File: src/rtl/fc_argmax_1.sv
// fc_argmax_1: scans the FC output-neuron RAM and reports the signed argmax (index, value).
// Defining FC_ARGMAX_TOP2_EN adds the runner-up outputs second_index/second_value.
module fc_argmax_1 #(
    parameter int DATA_WIDTH_FC                = 16,
    parameter int FC_OUTNEURON_ADDR_WIDTH      = 9,
    parameter int FC_COUNT_OUT_NEURON_BITWIDTH = 4,
    parameter int OUTNEURON                    = 10,
    parameter int RD_LAT                       = 1
) (
    input  logic                                    clock,
    input  logic                                    reset,
    input  logic                                    start,
    output logic [FC_OUTNEURON_ADDR_WIDTH-1:0]      fc_outneuron_rdaddress,
    input  logic [DATA_WIDTH_FC-1:0]                fc_outneuron_q,
    output logic                                    busy,
    output logic                                    done,
    output logic [FC_COUNT_OUT_NEURON_BITWIDTH-1:0] class_index,
    output logic [DATA_WIDTH_FC-1:0]                class_value
`ifdef FC_ARGMAX_TOP2_EN
    ,
    output logic [FC_COUNT_OUT_NEURON_BITWIDTH-1:0] second_index,
    output logic [DATA_WIDTH_FC-1:0]                second_value
`endif
);
    localparam int AW = FC_OUTNEURON_ADDR_WIDTH;
    localparam int CW = FC_COUNT_OUT_NEURON_BITWIDTH;
    typedef enum logic [1:0] {IDLE, READ, DRAIN, DONE} state_t;
    state_t state, state_nxt;
    logic [RD_LAT-1:0] tag_v;
    logic [AW-1:0] tag_i [RD_LAT];
    logic last_issue, word_v, last_word;
    logic [AW-1:0] word_i;
    logic signed [DATA_WIDTH_FC-1:0] word;
    assign last_issue = fc_outneuron_rdaddress == AW'(OUTNEURON - 1);
    assign word_v     = tag_v[RD_LAT-1];
    assign word_i     = tag_i[RD_LAT-1];
    assign word       = $signed(fc_outneuron_q);
    assign last_word  = word_v && word_i == AW'(OUTNEURON - 1);
    assign busy       = state == READ || state == DRAIN;
    assign done       = state == DONE;
    always_comb begin
        state_nxt = state;
        case (state)
            IDLE:    state_nxt = start ? READ : IDLE;
            READ:    state_nxt = last_issue ? DRAIN : READ;
            DRAIN:   state_nxt = last_word ? DONE : DRAIN;
            default: state_nxt = IDLE;
        endcase
    end
    always_ff @(posedge clock) begin
        if (reset) begin
            state                  <= IDLE;
            fc_outneuron_rdaddress <= '0;
            tag_v                  <= '0;
            for (int k = 0; k < RD_LAT; k++) tag_i[k] <= '0;
            class_index            <= '0;
            class_value            <= '0;
`ifdef FC_ARGMAX_TOP2_EN
            second_index           <= '0;
            second_value           <= '0;
`endif
        end else begin
            state                  <= state_nxt;
            fc_outneuron_rdaddress <= (state == READ && !last_issue) ? fc_outneuron_rdaddress + 1'b1 :
                                      (state_nxt == DONE) ? '0 : fc_outneuron_rdaddress;
            // Tag pipeline mirrors the RAM latency so each returned word carries its address.
            tag_v[0] <= state == READ;
            tag_i[0] <= fc_outneuron_rdaddress;
            for (int k = 1; k < RD_LAT; k++) begin
                tag_v[k] <= tag_v[k-1];
                tag_i[k] <= tag_i[k-1];
            end
            if (word_v) begin
                if (word_i == '0 || word > $signed(class_value)) begin
                    class_index <= CW'(word_i);
                    class_value <= word;
`ifdef FC_ARGMAX_TOP2_EN
                    if (word_i != '0) begin
                        second_index <= class_index;
                        second_value <= class_value;
                    end
                end else if (word_i == AW'(1) || word > $signed(second_value)) begin
                    // Index 1 seeds the runner-up so stale values from a prior scan never survive.
                    second_index <= CW'(word_i);
                    second_value <= word;
`endif
                end
            end
        end
    end
endmodule

File: config.mk
export PLATFORM = sky130hd
export DESIGN_NAME = fc_argmax_1
export DESIGN_NICKNAME = d
export VERILOG_FILES = /design/src/rtl/fc_argmax_1.sv
export SDC_FILE = /design/constraint.sdc
export NUM_CORES = 1
export LEC_CHECK = 0
export CAP_MARGIN = 40
export CORE_ASPECT_RATIO = 0.5
export CORE_UTILIZATION = 25
export DETAILED_ROUTE_END_ITERATION = 16
export PLACE_DENSITY_LB_ADDON = 0.08
export SYNTH_ARGS = -nofsm -noshare
export SYNTH_HDL_FRONTEND = slang
export SYNTH_SLANG_ARGS = --single-unit
File: constraint.sdc
create_clock -name clock -period 2.45 [get_ports clock]
set_input_delay 0.3675 -clock clock [delete_from_list [all_inputs] [get_ports clock]]
set_output_delay 0.3675 -clock clock [all_outputs]
set_load 0.02 [all_outputs]
==> metrics.md, run 1 <==
| Metric | Value |
|---|---|
| Status | `finished clean` |
| Core box area | `8260 um^2` |
| Critical path capture point type | `flop` |
| Fmax | `420 MHz` |
| Pin count of the biggest net entering global routing | `56` |
| Synth-to-Final Area Change | `47.4%` |
| Die H | `68.3 um` |
| Hpwl dp | `3.81 mm` |
| R2R cell count | `9` |
| Routability congestion estimate | `0.732` |
| Final hold vios | `0` |
| Max-cap violations | `0` |
| Unrepaired setup endpoints after global routing | `true` |
| Slew headroom | `0.695` |
| Clock transition at the registers of the reported paths | `0.06 ns` |
| Die X-Extent | `135 um` |
| Non-Filler Instances | `421` |
| Distinct cells, synth | `35` |
| Die footprint | `9190 um^2` |
| Drt via density | `4.41` |
| Dpl ws | `-0.538 ns` |
| Layout cells sized above 1 | `0.181` |
| Global route total overflow | `0` |
| R2R Path End | `class_value[14]` |
| Setup-failing EPs final | `0` |
| Drt first pass iters | `4` |
| Post-synth top flop | `dfxtp_1` |
| CP startpoint kind | `input port` |
| First-pass GRT wire length | `8.64 mm` |
| Gate Count Post-Synth | `241` |
| Power, Total | `1840 uW` |
| Post-synth EDFFs | `0` |
| Mapped cell area | `2200 um^2` |
| Seq/Total Area, Yosys | `0.374` |
| Vias in the first global route | `1865` |
| # fillers | `824` |
| Sink Count | `41` |
| NumNets Final | `349` |
| H-tree levels | `2` |
| Hold path startpoint | `fc_outneuron_q[13]` |
| Placed insts | `408` |
| Clk_skew | `0.00361 ns` |
| Hold crit path type | `in2reg` |
| Async set-reset flop share out of synthesis | `0` |
| Total routed wirelength | `5.18 mm` |
| Worst hold slack | `0.409 ns` |
| Port Buffers | `49` |
| Vias | `1858` |
| Maximum vdd drop | `0.000263 V` |
| RR Startpoint | `class_value[11]` |
| Synth top area share | `0.374` |
| CTS Buffer Depth | `2` |
| Syn_nets | `282` |
| Final min period | `2.38 ns` |
| Clock Tree Root | `clkbuf_16` |
| Setup crit start | `fc_outneuron_q[3]` |
| Top cells by area, synth | `dfxtp_1 37%, ha_1 13%, nand2b_1 12%` |
| Initial Util | `0.266` |
| Critical path class | `in2reg` |
| Crit path DAT | `2.59 ns` |
| Post-layout util | `0.392` |
| Clock latency on the worst-skew pair | `0.28 ns` |
| WHS Path Cells | `3` |
| CP max FO | `4` |
| Worst Tran Pin Value | `0.453 ns` |
| Routed len/inst | `12.3 um` |
| Yosys warnings | `0` |
| # DRC | `0` |
| Max Transition Viols Final | `0` |
| Reg-to-reg slack, setup | `0.07 ns` |
| Cell Rows | `23` |
| TritonCTS clock tree | `yes` |
| Worst EP required | `2.66 ns` |
| Leading area contributor after synthesis | `dfxtp_1` |
| TritonCTS Buffers | `5` |
| Period Utilization, post-route | `0.972` |
| Synthesized flop and latch total | `41` |
| Initial antenna violation count | `0` |
| Avg Synthesized Cell Area | `9.12 um^2` |
| Final antenna-violating net count | `0` |
| Antenna cells | `0` |
| Number of I/O pins | `50` |
| Gr usage total | `0.125` |
| Commonest cells post-synth | `42 x nand2b_1, 41 x dfxtp_1, 23 x inv_1, 22 x ha_1, 21 x mux2i_1` |
| Total power density per cell area | `568 nW/um^2` |
| Most common cell in the netlist | `nand2b_1` |
| Leakage power | `0.00138 uW` |
| Setup WS post-layout | `0.0698 ns` |
| Hold Path Sink | `class_value[13]` |
| Initial drt markers | `41` |
## critical path, stage by stage
cell and delay, ns:
clkdlybuf4s50_1 0.45, ha_1 0.33, nand2_1 0.07, or4_4 0.46
o21ai_4 0.19, o21ai_2 0.09, mux2i_4 0.24, buf_4 0.20
mux2i_1 0.19
## placed cells by master, fill, tap and decap left out, types with 2 or more instances in the layout
cell type and n:
clkbuf_16 5, and3_1 4, ha_4 5, a21o_1 5, nand4_1 5, a21oi_1 6
inv_1 19, nand2b_1 42, clkdlybuf4s50_1 37, inv_2 4, ha_1 17, o21ai_0 6
dlymetal6s2s_1 4, o21ai_1 4, or4b_1 2, mux2i_1 20, nor2_1 11, dfxtp_2 9
buf_4 17, buf_6 2, nor2b_1 9, nand3_1 2, o21ai_2 3, a31oi_1 2
dlygate4sd2_1 8, dfxtp_1 32, o21ai_4 2, nand2_1 6
## registers in the layout, indices dropped and copies added (netlist names)
signal,count
class_index,4
class_value,16
fc_outneuron_rdaddress,9
state,2
tag_i,9
tag_v,1
## power breakdown
group / switching (uW) / internal (uW)
sequential: 28.0 / 703
clock: 271 / 405
combinational: 210 / 222
total: 509 / 1330
## worst max path at each step
stage                            to  slack (ns)  cells past startpoint
floorplan            class_index[0]        0.08                      9
global placement     class_index[2]       -0.43                      9
detailed placement   class_value[1]       -0.54                      9
CTS                  class_value[1]       0.003                      9
global route         class_value[1]       -0.02                      9
finish              class_value[14]        0.07                      9
## cell type report
class	instances	area [um^2]	area share
Clock buffer	6	139	0.0429
Clock inverter	2	13.8	0.00425
Inverter	23	86.3	0.0267
Multi-Input combinational cell	169	1390	0.428
Sequential cell	41	832	0.257
Tap cell	112	140	0.0433
Timing Repair Buffer	68	641	0.198
## routing by layer
layer,up-vias,global-route usage,share of wire
met5,-,0,0
met4,0,0.0463,0.012
met3,7,0.0378,0.042
met2,30,0.210,0.45
met1,861,0.152,0.50
li1,960,-,-
## repair_timing
item | in CTS | in global routing
pin swaps | 13 | 13
setup buffers | 0 | 5
endpoints found under the setup margin | 20 | 20
endpoints found under the hold margin | 0 | 0
cloned | 0 | 0
hold buffers | 0 | 0
resized for setup | 23 | 22
## kinds of logic (layout without fill, tap and decap cells)
group	count (synthesis)	count (layout)	share of synthesized area
simple gates	87	87	0.235
flops	41	41	0.374
compound gates	39	39	0.111
buf+inv	31	99	0.0598
fa+ha+maj	22	22	0.125
mux	21	21	0.0957
## metrics by stage
| stage | TNS, ns | area, um^2 |
|---|---|---|
| after floorplan | 0 | 2200 |
| after global placement | -8.30 | 2900 |
| after detailed placement | -9.39 | 2900 |
| after CTS | 0 | 3130 |
| after global routing | -0.116 | 3240 |
| final | 0 | 3240 |
Power figures use the tool's default switching activity.
==> inputs of run 2 (changes only) <==
ABC_CLOCK_PERIOD_IN_PS = 2450   (was not set)
==> results of run 2 <==
No change in the layout: final DEF, timing and power equal those of run 1.
